[src/rtl/ctrl_pipe_if.sv]
// ID-stage fields in, registered control bundles and stall telemetry out.
// CTRL_UPPER_IMM_EN widens the bundle to 11 bits (lui, auipc).
interface ctrl_pipe_if #(
  parameter int REG_AW = 5,
  parameter int CNT_W  = 16
);
`ifdef CTRL_UPPER_IMM_EN
  localparam int CW = 11;
`else
  localparam int CW = 9;
`endif

  logic [6:0]        opcode_i;
  logic [REG_AW-1:0] rs1_i;
  logic [REG_AW-1:0] rs2_i;
  logic [REG_AW-1:0] rd_i;
  logic              flush_i;
  logic              halt_i;
  logic              stall_o;
  logic [CW-1:0]     ex_ctrl_o;
  logic [CW-1:0]     mem_ctrl_o;
  logic [CW-1:0]     wb_ctrl_o;
  logic [REG_AW-1:0] ex_rd_o;
  logic [REG_AW-1:0] mem_rd_o;
  logic [REG_AW-1:0] wb_rd_o;
  logic [CNT_W-1:0]  stall_cnt_o;

  modport master (
    output opcode_i, rs1_i, rs2_i, rd_i, flush_i, halt_i,
    input  stall_o, ex_ctrl_o, mem_ctrl_o, wb_ctrl_o,
    input  ex_rd_o, mem_rd_o, wb_rd_o, stall_cnt_o
  );

  modport slave (
    input  opcode_i, rs1_i, rs2_i, rd_i, flush_i, halt_i,
    output stall_o, ex_ctrl_o, mem_ctrl_o, wb_ctrl_o,
    output ex_rd_o, mem_rd_o, wb_rd_o, stall_cnt_o
  );
endinterface

[src/rtl/ctrl_pipe.sv]
// Decodes ID opcode into a control bundle carried through ID/EX, EX/MEM, MEM/WB (CTRL_UPPER_IMM_EN adds lui/auipc).
// Latency: ex_* one edge after acceptance, mem_* two, wb_* three.
// Backpressure: stall_o (combinational) holds IF/ID on load-use; flush/halt override it with a bubble.
module ctrl_pipe #(
  parameter int REG_AW   = 5,
  parameter int LOAD_LAT = 1,
  parameter int CNT_W    = 16
) (
  input  logic       clk_i,
  input  logic       reset_n_i,
  ctrl_pipe_if.slave bus
);
`ifdef CTRL_UPPER_IMM_EN
  localparam int CW = 11;
`else
  localparam int CW = 9;
`endif

  localparam int B_MEM_TO_REG = 0;
  localparam int B_MEM_WRITE  = 1;
  localparam int B_REG_WRITE  = 2;
  localparam int B_LOAD       = 3;
  localparam int B_STORE      = 4;
  localparam int B_IMMD       = 5;
  localparam int B_JAL        = 6;
  localparam int B_JALR       = 7;
  localparam int B_BRANCH     = 8;

  logic [CW-1:0]     dec_ctrl;
  logic              use_rs1;
  logic              use_rs2;
  logic [CW-1:0]     ex_ctrl, mem_ctrl, wb_ctrl;
  logic [REG_AW-1:0] ex_rd, mem_rd, wb_rd;
  logic [CNT_W-1:0]  stall_cnt;
  logic              ex_hit, mem_hit, hazard, stall, kill;
  logic [CW-1:0]     id_ctrl;
  logic [REG_AW-1:0] id_rd;

  always_comb begin
    dec_ctrl = '0;
    use_rs1  = 1'b0;
    use_rs2  = 1'b0;
    case (bus.opcode_i)
      7'b0110011: begin
        dec_ctrl[B_REG_WRITE] = 1'b1;
        use_rs1 = 1'b1;
        use_rs2 = 1'b1;
      end
      7'b0010011: begin
        dec_ctrl[B_REG_WRITE] = 1'b1;
        dec_ctrl[B_IMMD]      = 1'b1;
        use_rs1 = 1'b1;
      end
      7'b0000011: begin
        dec_ctrl[B_MEM_TO_REG] = 1'b1;
        dec_ctrl[B_REG_WRITE]  = 1'b1;
        dec_ctrl[B_IMMD]       = 1'b1;
        dec_ctrl[B_LOAD]       = 1'b1;
        use_rs1 = 1'b1;
      end
      7'b0100011: begin
        dec_ctrl[B_MEM_WRITE] = 1'b1;
        dec_ctrl[B_STORE]     = 1'b1;
        use_rs1 = 1'b1;
        use_rs2 = 1'b1;
      end
      7'b1100011: begin
        dec_ctrl[B_BRANCH] = 1'b1;
        use_rs1 = 1'b1;
        use_rs2 = 1'b1;
      end
      7'b1101111: begin
        dec_ctrl[B_REG_WRITE] = 1'b1;
        dec_ctrl[B_JAL]       = 1'b1;
      end
      7'b1100111: begin
        dec_ctrl[B_REG_WRITE] = 1'b1;
        dec_ctrl[B_IMMD]      = 1'b1;
        dec_ctrl[B_JALR]      = 1'b1;
        use_rs1 = 1'b1;
      end
`ifdef CTRL_UPPER_IMM_EN
      // Upper-immediate forms read no source registers.
      7'b0110111: begin
        dec_ctrl[B_REG_WRITE] = 1'b1;
        dec_ctrl[B_IMMD]      = 1'b1;
        dec_ctrl[9]           = 1'b1;
      end
      7'b0010111: begin
        dec_ctrl[B_REG_WRITE] = 1'b1;
        dec_ctrl[B_IMMD]      = 1'b1;
        dec_ctrl[10]          = 1'b1;
      end
`endif
      default: dec_ctrl = '0;
    endcase
  end

  assign ex_hit = ex_ctrl[B_LOAD] && (ex_rd != '0) &&
                  ((use_rs1 && (ex_rd == bus.rs1_i)) || (use_rs2 && (ex_rd == bus.rs2_i)));
  // The MEM-stage load only matters when its data is still a stage away.
  assign mem_hit = (LOAD_LAT == 2) && mem_ctrl[B_LOAD] && (mem_rd != '0) &&
                   ((use_rs1 && (mem_rd == bus.rs1_i)) || (use_rs2 && (mem_rd == bus.rs2_i)));
  assign hazard = ex_hit || mem_hit;
  assign stall  = hazard && !bus.flush_i && !bus.halt_i;
  assign kill   = stall || bus.flush_i || bus.halt_i;

  assign id_ctrl = kill ? '0 : dec_ctrl;
  assign id_rd   = (kill || !dec_ctrl[B_REG_WRITE]) ? '0 : bus.rd_i;

  always_ff @(posedge clk_i or negedge reset_n_i) begin
    if (!reset_n_i) begin
      ex_ctrl   <= '0;
      mem_ctrl  <= '0;
      wb_ctrl   <= '0;
      ex_rd     <= '0;
      mem_rd    <= '0;
      wb_rd     <= '0;
      stall_cnt <= '0;
    end else begin
      ex_ctrl  <= id_ctrl;
      ex_rd    <= id_rd;
      mem_ctrl <= ex_ctrl;
      mem_rd   <= ex_rd;
      wb_ctrl  <= mem_ctrl;
      wb_rd    <= mem_rd;
      if (stall && (stall_cnt != {CNT_W{1'b1}})) begin
        stall_cnt <= stall_cnt + 1'b1;
      end
    end
  end

  assign bus.stall_o     = stall;
  assign bus.ex_ctrl_o   = ex_ctrl;
  assign bus.mem_ctrl_o  = mem_ctrl;
  assign bus.wb_ctrl_o   = wb_ctrl;
  assign bus.ex_rd_o     = ex_rd;
  assign bus.mem_rd_o    = mem_rd;
  assign bus.wb_rd_o     = wb_rd;
  assign bus.stall_cnt_o = stall_cnt;
endmodule

[src/flat_wrapper.sv]
// flat-port wrapper written by rule: the top's interface ports become plain ports
module ctrl_pipe_flat 
#(
  parameter int REG_AW   = 5,
  parameter int LOAD_LAT = 1,
  parameter int CNT_W    = 16
)
  (clk_i, reset_n_i, bus_opcode_i, bus_rs1_i, bus_rs2_i, bus_rd_i, bus_flush_i, bus_halt_i, bus_stall_o, bus_ex_ctrl_o, bus_mem_ctrl_o, bus_wb_ctrl_o, bus_ex_rd_o, bus_mem_rd_o, bus_wb_rd_o, bus_stall_cnt_o);
  ctrl_pipe_if #(.REG_AW(REG_AW), .CNT_W(CNT_W)) bus_i ();
  input  logic clk_i;
  input  logic reset_n_i;
  input wire logic [$bits(bus_i.opcode_i)-1:0] bus_opcode_i;
  input wire logic [$bits(bus_i.rs1_i)-1:0] bus_rs1_i;
  input wire logic [$bits(bus_i.rs2_i)-1:0] bus_rs2_i;
  input wire logic [$bits(bus_i.rd_i)-1:0] bus_rd_i;
  input wire logic [$bits(bus_i.flush_i)-1:0] bus_flush_i;
  input wire logic [$bits(bus_i.halt_i)-1:0] bus_halt_i;
  output wire logic [$bits(bus_i.stall_o)-1:0] bus_stall_o;
  output wire logic [$bits(bus_i.ex_ctrl_o)-1:0] bus_ex_ctrl_o;
  output wire logic [$bits(bus_i.mem_ctrl_o)-1:0] bus_mem_ctrl_o;
  output wire logic [$bits(bus_i.wb_ctrl_o)-1:0] bus_wb_ctrl_o;
  output wire logic [$bits(bus_i.ex_rd_o)-1:0] bus_ex_rd_o;
  output wire logic [$bits(bus_i.mem_rd_o)-1:0] bus_mem_rd_o;
  output wire logic [$bits(bus_i.wb_rd_o)-1:0] bus_wb_rd_o;
  output wire logic [$bits(bus_i.stall_cnt_o)-1:0] bus_stall_cnt_o;
  assign bus_i.opcode_i = bus_opcode_i;
  assign bus_i.rs1_i = bus_rs1_i;
  assign bus_i.rs2_i = bus_rs2_i;
  assign bus_i.rd_i = bus_rd_i;
  assign bus_i.flush_i = bus_flush_i;
  assign bus_i.halt_i = bus_halt_i;
  assign bus_stall_o = bus_i.stall_o;
  assign bus_ex_ctrl_o = bus_i.ex_ctrl_o;
  assign bus_mem_ctrl_o = bus_i.mem_ctrl_o;
  assign bus_wb_ctrl_o = bus_i.wb_ctrl_o;
  assign bus_ex_rd_o = bus_i.ex_rd_o;
  assign bus_mem_rd_o = bus_i.mem_rd_o;
  assign bus_wb_rd_o = bus_i.wb_rd_o;
  assign bus_stall_cnt_o = bus_i.stall_cnt_o;
  ctrl_pipe #(.REG_AW(REG_AW), .LOAD_LAT(LOAD_LAT), .CNT_W(CNT_W)) u_core (.clk_i(clk_i), .reset_n_i(reset_n_i), .bus(bus_i));
endmodule
[config.mk]
export PLATFORM = sky130hd
export DESIGN_NAME = ctrl_pipe_flat
export DESIGN_NICKNAME = d
export VERILOG_FILES = /design/src/rtl/ctrl_pipe_if.sv /design/src/rtl/ctrl_pipe.sv /design/src/flat_wrapper.sv
export SDC_FILE = /design/constraint.sdc
export NUM_CORES = 1
export LEC_CHECK = 0
export CELL_PAD_IN_SITES_DETAIL_PLACEMENT = 0
export CELL_PAD_IN_SITES_GLOBAL_PLACEMENT = 1
export CORE_ASPECT_RATIO = 1.2
export CORE_MARGIN = 2
export CORE_UTILIZATION = 35
export DETAILED_ROUTE_END_ITERATION = 6
export GPL_TIMING_DRIVEN = 0
export PLACE_DENSITY_LB_ADDON = 0.1
export SETUP_SLACK_MARGIN = 0.1
export SLEW_MARGIN = 5
export SYNTH_ARGS = -nofsm -noshare
export SYNTH_HDL_FRONTEND = slang
export SYNTH_SLANG_ARGS = --single-unit
[constraint.sdc]
create_clock -name clk_i -period 6.98 [get_ports clk_i]
set_input_delay 2.094 -clock clk_i [delete_from_list [all_inputs] [get_ports clk_i]]
set_output_delay 2.094 -clock clk_i [all_outputs]
set_load 0.005 [all_outputs]
---- Yosys cells after proc, flatten, opt, wreduce, memory -nomap -nowiden ----
Cells that the tools add are included.
word-level totals
  flip-flop bits (word level) ............. 58
  output and inout port bits .............. 59
  input port bits ......................... 26
cells by class
  equal/unequal tests ..................... 10
  reductions and logical operators ........ 19
  $add $sub $neg .......................... 1
  multiplexer cells ....................... 11
operators with widths
  operator               count
  $eq 7x7->1 const B     3
  $add 16x1->16 const B  1
  $ne 16x16->1 const B   1
  $eq 7x6->1 const B     2
  $eq 5x5->1             2
  $mux 1                 9
  $mux 9                 1
  $eq 7x2->1 const B     1
  $eq 7x5->1 const B     1
  $logic_and 1x1->1      7
  $reduce_or 3->1        2
  $reduce_or 6->1        1
  $mux 5                 1
  $reduce_bool 5->1      1
  $reduce_or 5->1        1
  $logic_or 1x1->1       4
  $logic_not 1->1        3

---- Longest topological paths before layout ----
Gate-level depths: netlist (run 1).
  word-level depth ........................ 12
  gate-level depth with buffers ........... 7

---- Least setup slack after synthesis (run 1) ----
Ideal clock, no wire load.
  path type ............................... in2out
  start point ............................. input port bus_opcode_i[4]
  end point ............................... output port bus_stall_o
  path slack .............................. 1.676 ns
  cell stages on the path ................. 6
  data arrival time ....................... 3.210 ns
  cells stage by stage .................... and2b_2 > nand2_2 > a2111oi_4 > o2111ai_4 > buf_6 > inv_1
between the ends
  word-level cells in the longest chain between the ends .. 8
ends and longest elaborated chain
  item                                                                 line                text
  start, declared                                                      flat_wrapper.sv:12  input wire logic [$bits(bus_i.opcode_i)-1:0] bus_opcode_i;
  $eq 7x6->1, or another cell as far along                             ctrl_pipe.sv:43     case (bus.opcode_i)
  $reduce_or 6->1 (no source line) or $reduce_or 3->1 (tied branches)  -
  $mux 1                                                               ctrl_pipe.sv:43
  $logic_and 1x1->1                                                    ctrl_pipe.sv:100    ((use_rs1 && (ex_rd == bus.rs1_i)) || (use_rs2 && (ex_rd == bus.rs2_i)));
  $logic_or 1x1->1 (*)                                                 ctrl_pipe.sv:100
  $logic_and 1x1->1 (*)                                                ctrl_pipe.sv:99     assign ex_hit = ex_ctrl[B_LOAD] && (ex_rd != '0) &&
  $logic_and 1x1->1 (*) (2 in series)                                  ctrl_pipe.sv:105    assign stall = hazard && !bus.flush_i && !bus.halt_i;
  end, declared                                                        flat_wrapper.sv:18  output wire logic [$bits(bus_i.stall_o)-1:0] bus_stall_o;
Mark *: on every way between the ends. The rest lies on a longest branch, timed or not.

---- Worst setup path in the final report (run 1) ----
Ends and elaborated chain as after synthesis.

==> results of run 1 <==
==> power groups by stage <==
stage                     registers [uW]  logic, uW  clock network (uW)
after floorplan                      308       6.93                   0
final                                302       31.4                 174
after global placement               308       31.1                   0
after CTS                            302       32.2                 182
after global routing                 302       35.0                 195
after detailed placement             308       32.2                   0
==> layout make-up <==
class,instances,area (um^2),area share (%)
multi-input combinational,93,714,22.9
clock inverter,1,7.51,0.240
timing repair buffer,85,856,27.4
clock buffer,7,86.3,2.76
buffer,7,56.3,1.80
tap,80,100,3.20
inverter,1,3.75,0.120
sequential,52,1300,41.6
==> per-stage QoR <==
stage          hold slack [ns]  worst slack (ns)  utilization [%]  total power (uW)
2_1_floorplan            0.376              1.68                -               315
3_3_place_gp             0.356             0.535             52.9               339
3_5_place_dp             0.360             0.533             53.1               340
4_1_cts                  0.382             0.532             54.8               517
5_1_grt                  0.393             0.420             54.8               532
6_report                 0.377             0.563             54.8               507
==> state kept, by name (all words and copies together), names as in the netlist <==
register	flops
u_core.bus.mem_rd_o	5
u_core.bus.mem_ctrl_o	7
u_core.bus.stall_cnt_o	16
u_core.bus.ex_ctrl_o	7
u_core.bus.wb_ctrl_o	7
u_core.bus.ex_rd_o	5
u_core.bus.wb_rd_o	5
==> metal layers <==
layer  share of wire [%]  up-vias
met2                  52       52
met5                   0        -
met4                 1.3        0
met1                  41      689
li1                    -      702
met3                 6.3        6
==> logic make-up after synthesis <==
group / Yosys count
XOR/XNOR: 25
AND/OR/NAND/NOR: 61
multiplexers: 1
AO/OA/AOI/OAI: 5
buffers and inverters: 8
adder cells (fa/ha/maj): 1
flip-flops: 52
==> critical path: stages <==
cell and delay, ns:
sky130_fd_sc_hd__clkdlybuf4s50_1 0.45, sky130_fd_sc_hd__and2b_2 0.27, sky130_fd_sc_hd__nand2_2 0.09, sky130_fd_sc_hd__a2111oi_4 0.41, sky130_fd_sc_hd__o2111ai_4 0.24, sky130_fd_sc_hd__buf_6 0.23, sky130_fd_sc_hd__inv_1 0.05, sky130_fd_sc_hd__clkdlybuf4s50_1 0.49
==> cell usage in the layout, fill, tap and decap left out, types with 3 or more instances in the layout <==
| master | netlist | routed |
|---|---|---|
| sky130_fd_sc_hd__buf_4 | 6 | 6 |
| sky130_fd_sc_hd__and3_1 | 6 | 6 |
| sky130_fd_sc_hd__dfrtp_1 | 52 | 52 |
| sky130_fd_sc_hd__nor3b_2 | 4 | 4 |
| sky130_fd_sc_hd__clkdlybuf4s50_1 | 0 | 83 |
| sky130_fd_sc_hd__xnor2_1 | 7 | 7 |
| sky130_fd_sc_hd__clkbuf_8 | 0 | 6 |
| sky130_fd_sc_hd__nor2_1 | 7 | 7 |
| sky130_fd_sc_hd__nor3_2 | 3 | 3 |
| sky130_fd_sc_hd__nor4_1 | 4 | 4 |
| sky130_fd_sc_hd__xor2_1 | 18 | 18 |
| sky130_fd_sc_hd__nand2_1 | 9 | 9 |
| sky130_fd_sc_hd__nand3_1 | 6 | 6 |
| sky130_fd_sc_hd__and2_1 | 5 | 5 |
==> path summary, 6_finish.rpt <==
path / from / slack, ns / end
worst max-delay path: bus_opcode_i[4] / 0.56 / bus_stall_o
worst min-delay path: u_core.bus.ex_ctrl_o[8] / 0.38 / u_core.bus.mem_ctrl_o[8]
worst max register to register: u_core.bus.ex_rd_o[0] / 4.79 / u_core.bus.stall_cnt_o[1]
worst min register to register: u_core.bus.ex_ctrl_o[8] / 0.38 / u_core.bus.mem_ctrl_o[8]
max in group asynchronous: reset_n_i / 4.68 / u_core.bus.mem_ctrl_o[7]
min in group asynchronous: reset_n_i / 1.77 / u_core.bus.stall_cnt_o[6]
==> impl_summary.md, run 1 <==
Status
The flow ran to the end, and the final reports show no timing, DRC or antenna violations.

Timing
The minimum period implied by the final worst setup slack is 6.42 ns. For the final routed database, the setup TNS stands at 0 ns. The number of setup violations in the final report is 0.

After layout, the worst path uses 91.9% of the clock period. Setup repair after global routing left no endpoint under its margin. For the pin with the worst max-slew slack, the measured transition is 0.522 ns. The max-slew headroom at the worst pin is 65.2%. The number of hold-slack violations in the final timing report is 0. The worst-case clock skew is approximately 0.0029 ns. Timing would allow up to around 0.16 GHz.

The number of max-slew violations in the final report is 0.

Routing
The number of optimization iterations in the first detailed-route pass is 3. In the routed design, unresolved DRC markers number 0. In this run the remaining antenna-violating nets after routing total 0. The via count is 1449. The detailed router finished its first iteration with 22 violations. The final wirelength is roughly 4200 um. The ratio of routed vias to standard cells is 4.44. Dividing the detail-routed wire length by the instance count gives 12.9 um.

Yosys
The number of nets in the synthesized netlist is 180. Ranked by instance count, the synthesized netlist is headed by sky130_fd_sc_hd__dfrtp_1 (52), sky130_fd_sc_hd__xor2_1 (18), sky130_fd_sc_hd__nand2_1 (9), sky130_fd_sc_hd__nor2_1 (7), sky130_fd_sc_hd__xnor2_1 (7). Summing the sequential cell areas from Yosys gives between 60% and 70% of the chip area. The simple-gate portion of the synthesized area is 19.1%. The count of flip-flops with a built-in enable after synthesis is 0. In the synthesized netlist, mux cells make up 0.542% of the area.

After synthesis, the largest area contributor takes up a little over three fifths of total cell area. Averaged over all synthesized cells, the footprint is 13.6 um^2. Synthesis inferred 52 register bits. The most common cell in the synthesized netlist is sky130_fd_sc_hd__dfrtp_1. The share of flip-flops with an asynchronous set or reset after synthesis is 100%. Summing the areas of all compound-gate instances in the mapped netlist gives under 10% of the synthesized area. The xor and xnor area share after synthesis is 10.5%. The number of instances in the synthesized netlist is 153. The adder and majority gate portion of the synthesized area is 0.603%. The most used flip-flop cell after synthesis is sky130_fd_sc_hd__dfrtp_1. The number of warnings issued by yosys is 0. Sorting the synthesized cells by area gives the leading types as sky130_fd_sc_hd__dfrtp_1 (63%), sky130_fd_sc_hd__xor2_1 (7.6%), sky130_fd_sc_hd__xnor2_1 (3.0%), sky130_fd_sc_hd__nor3b_2 (2.4%), sky130_fd_sc_hd__buf_4 (2.2%). The cell area after synthesis is 0.00208 mm^2. The main combinational cell family by area after synthesis is simple AND/OR/NAND/NOR gates. The largest total area in the synthesized netlist belongs to sky130_fd_sc_hd__dfrtp_1. In this run, distinct cell masters in the synthesized netlist total 35.

Clock network
The CTS H-tree depth is 2. Post-CTS repair changed the size of 0 cells. The library cell used as clock root buffer is sky130_fd_sc_hd__clkbuf_8. The later pin in the worst-skew pair is clocked with a latency of 0.29 ns. The cts-stage hold buffer count is 0. TritonCTS built the clock tree. The tree built by TritonCTS fans out to 52 sinks.

The total clock buffers created by CTS is 5. Clock-pin slew was measured on the worst setup and hold paths at 0.09 ns. No sink is reached through more buffers than the 2 on the longest clock path. The count of buffers added by post-CTS timing repair for setup is 0.

Min path
The min-delay analysis places its worst path in the category register to register. Along the worst hold path, the cell count comes to 0.

Power
The net switching fraction of the power is 21.1%. The clock network is responsible for between 30% and 40% of the overall power. The share of total power dissipated in combinational logic is 6.2%. Summed over all nets, the switching power comes to 107 uW. The power density over the cells is approximately 160 mW/mm^2.

Per report_power, the sequential group accounts for 59.6% of the total. Cell internal power was estimated by the tool at 400 uW. IR analysis of the VDD net gives a maximum drop of 0.0984 mV. The reported leakage power is 0.00143 uW.

GRT
For met3 alone, demand over resource in global routing was 3.99%. In the global route stage, met1 resource usage came out at 17.2%. The first global-routing pass estimated roughly 6800 um of wire.

The number of global-route vias before repair is 1477. The aggregate global routing overflow is 0. The initial antenna violation count is 0.

The layer flagged by global routing as most heavily used is met2. The met2 track demand over resource in global routing is 22.6%. Global routing used 13.8% of the available tracks across all layers. The maximum number of pins on one net before global-route repair is 31.

Die
The die covers 0.00657 mm^2. In this run the standard cell core region covers 0.00571 mm^2. The initialized floorplan defines 30 standard-cell rows. The I/O pin count is 85.

The die extent in x is 74.3 um. Once the floorplan was initialized, standard cells occupied 36.4% of the core. The floorplan step set the die height to 88.4 um.

Critical path
The worst setup path is launched from a primary input. The critical path required time is a little under 5 ns. The data arrival time of the worst path is about 4.3 ns.

By startpoint and endpoint, the worst setup path is classified as primary input to output pin. The worst-path maximum fanout is 10. The logic depth of the worst register-to-register path is 6. STA classifies the critical path endpoint as an output pin.

Finish
The non-filler instance count after layout is 326. The layout-stage area growth over the synthesis result is 50.6%. The share of post-route cells with drive strength above 1 is 12.2%. The net total in the final layout is between 200 and 300. The total inserted antenna cells is 0. The post-route cell area is 0.00313 mm^2. The fill cell instance count of the final layout is 527.

Place
The instance count after placement with tap cells included is 318. The cell area after placement is 0.00303 mm^2. The final HPWL from detailed placement is 3230 um. Port buffering added 84 buffers. The final RePlAce weighted congestion is between 0.7 and 0.8.

Job
The max capacitance violation total is 0.
(Power assumes the default switching activity.)
==> run 2, diff against run 1 <==
Settings changed: CORE_MARGIN 2 to 4.
==> run 2 against run 1 <==
Clock skew increased by 0.0026 ns. Maximum frequency decreased by 0.65%. Sequential share of layout area decreased by 0.23 points. Cell area increased by 0.56%. Combinational power about the same. Largest cell class unchanged.
==> impl_summary.md, run 2 (synthesis gave the netlist of run 1 again) <==
Finish
The net total in the final layout is 272 (unchanged). The post-route cell area is 0.00314 mm^2 (was 0.00313 mm^2). The area used by sequential logic in the layout is 0.00130 mm^2 (unchanged). The layout-stage area growth over the synthesis result is 51.4% (was 50.6%). The total inserted antenna cells is 0 (unchanged). The share of post-route cells with drive strength above 1 is 12.6% (was 12.2%). The number of flip-flops under the largest register name was 16 (unchanged). The area of the multi-input gates came to 714 um^2 (unchanged). The commonest non-fill, non-tap cell in the layout is sky130_fd_sc_hd__clkdlybuf4s50_1 (unchanged). The non-filler instance count after layout was 326 (unchanged).

The fill cell instance count of the final layout came to 517 (was 527). Commonest non-fill, non-tap cells in the layout: sky130_fd_sc_hd__clkdlybuf4s50_1 (83), sky130_fd_sc_hd__dfrtp_1 (52), sky130_fd_sc_hd__xor2_1 (18) (unchanged).

Clock network
The post-cts repair resize count was 0 (unchanged). The library cell used as clock root buffer is sky130_fd_sc_hd__clkbuf_8 (unchanged). The clock sink count is 52 (unchanged).

The cts-stage hold buffer count is 0 (unchanged). The clock transition at the registers of the reported paths is 0.09 ns (about the same). The total clock buffers created by CTS was 5 (unchanged). The number of buffers between clock root and the deepest sink is 2 (unchanged). The CTS tree is built (unchanged). The CTS H-tree depth is 2 (unchanged). The insertion delay to the later sink of the worst-skew pair was 0.30 ns (was 0.29 ns). The count of buffers added by post-CTS timing repair for setup is 0 (unchanged).

Critical path
The critical path's largest stage delay is 0.49 ns (about the same). The worst-path maximum fanout is 10 (unchanged). The start-to-end type of the worst setup path is primary input to output pin (unchanged). The critical path required time was 4.89 ns (about the same).

The data arrival time of the worst path came to 4.37 ns (was 4.32 ns). The endpoint type of the worst setup path is an output pin (unchanged). The kind of cell adding the most delay to the critical path is buffers and inverters (unchanged).

The number of buffers and inverters on the critical path is 4 (unchanged). The worst reg-to-reg setup slack is 4.81 ns (was 4.79 ns). The category of the worst setup path launch point is a primary input (unchanged). The most common cell type on the critical path is sky130_fd_sc_hd__clkdlybuf4s50_1 (unchanged). Cell chain of the critical path: clkdlybuf4s50_1 > and2b_2 > nand2_2 > a2111oi_4 > o2111ai_4 > buf_6 > inv_1 > clkdlybuf4s50_1 (unchanged). The slowest stage cell on the critical path is sky130_fd_sc_hd__clkdlybuf4s50_1 (unchanged).

Timing
The max-slew headroom at the worst pin is 68.2% (was 65.2%). The number of max-slew violations in the final report is 0 (unchanged). The minimum period implied by the final worst setup slack is 6.46 ns (was 6.42 ns). The final critical-path share of the clock period is 92.5% (was 91.9%). The slew at the pin closest to its max-slew limit is 0.477 ns (was 0.522 ns).

The fmax is 0.155 GHz (was 0.156 GHz). The final total negative setup slack is 0 ns (unchanged). The number of setup violations in the final report is 0 (unchanged). The worst-case clock skew is 0.00557 ns (was 0.00295 ns). RSZ-0062 raised after global routing: no (unchanged).

The number of hold-slack violations in the final timing report was 0 (unchanged).

Status
Outcome: complete, no violations (unchanged).

GRT
The aggregate global routing overflow came to 0 (unchanged). The number of global-route vias before repair is 1512 (was 1477). The initial antenna violation count was 0 (unchanged).

The maximum number of pins on one net before global-route repair was 34 (was 31). The overall global routing resource usage is 13.5% (was 13.8%). The global-route wire length before repair came to 7600 um (was 6780 um).

Die
The number of standard-cell rows in the floorplan came to 30 (unchanged). The placeable core region is 0.00571 mm^2 (unchanged). The die extent in y is 92.4 um (was 88.4 um).

The full die area is 0.00723 mm^2 (was 0.00657 mm^2). The I/O pin count is 85 (unchanged). The die extent in x is 78.3 um (was 74.3 um).

The starting utilization of the core area came to 36.4% (unchanged).

Place
The count of port buffers added during placement was 84 (unchanged). The final HPWL from detailed placement came to 3490 um (was 3230 um). The instance count after placement with tap cells included is 318 (unchanged). The cell area after placement is 0.00303 mm^2 (unchanged). The final RePlAce weighted congestion is 0.750 (was 0.766).

Routing
The residual DRC count is 0 (unchanged). The ratio of routed vias to standard cells is 4.49 (was 4.44). The post-detailed-route wirelength per cell is 13.8 um (was 12.9 um). The number of optimization iterations in the first detailed-route pass is 4 (was 3). The via count is 1463 (was 1449). The final wirelength was 4500 um (was 4200 um).

The violation count after the first detailed-route iteration is 76 (was 22). The remaining number of nets flagged by the antenna check after routing was 0 (unchanged).

Min path
The worst min-delay path category is register to register (unchanged).

Power
The peak supply drop came to 0.0857 mV (was 0.0984 mV). The power density over the cells is 170 mW/mm^2 (was 162 mW/mm^2). The reported leakage power came to 0.00144 uW (was 0.00143 uW).

Job
The max capacitance violation total is 0 (unchanged).
## run 2: routing by layer
metal | vias up | routed length [um] | GRT usage, % | part of all wire [%]
met5 | - | 0 | 0 | 0
met4 | 0 | 56 | 4.23 | 1.2
met3 | 5 | 380 | 5.54 | 8.5
met2 | 51 | 2260 | 21.6 | 50
met1 | 704 | 1800 | 16.7 | 40
li1 | 703 | - | - | -
## run 2: final cells by class
type	count	share of cell area [%]
Clock buffer	5	2.19
Sequential cell	52	41.4
Multi-Input combinational cell	93	22.7
Tap cell	80	3.18
Buffer	7	1.79
Timing Repair Buffer	85	27.2
Clock inverter	3	1.35
Inverter	1	0.119
## run 2: power breakdown
part | switching (uW) | internal [uW]
sequential | 0.470 | 302
combinational | 13.6 | 18.0
clock | 95.6 | 106
total | 110 | 426
## run 2: path summary, 6_finish.rpt
kind,startpoint,to,cells past startpoint
max in group asynchronous,reset_n_i,u_core.bus.ex_ctrl_o[8],2
min in group asynchronous,reset_n_i,u_core.bus.stall_cnt_o[6],1
hold reg to reg,u_core.bus.mem_rd_o[3],u_core.bus.wb_rd_o[3],0
hold / removal,u_core.bus.mem_rd_o[3],u_core.bus.wb_rd_o[3],0
setup reg to reg,u_core.bus.ex_rd_o[0],u_core.bus.stall_cnt_o[1],6
setup / recovery,bus_opcode_i[4],bus_stall_o,8
## run 2: per-stage QoR
stage	utilization [%]	hold WS (ns)	worst slack (ns)	total power, uW
6_report	55.1	0.377	0.521	535
5_1_grt	55.1	0.389	0.386	563
4_1_cts	55.1	0.382	0.517	545
3_5_place_dp	53.1	0.360	0.524	341
3_3_place_gp	52.9	0.355	0.537	339
2_1_floorplan	-	0.376	1.68	315
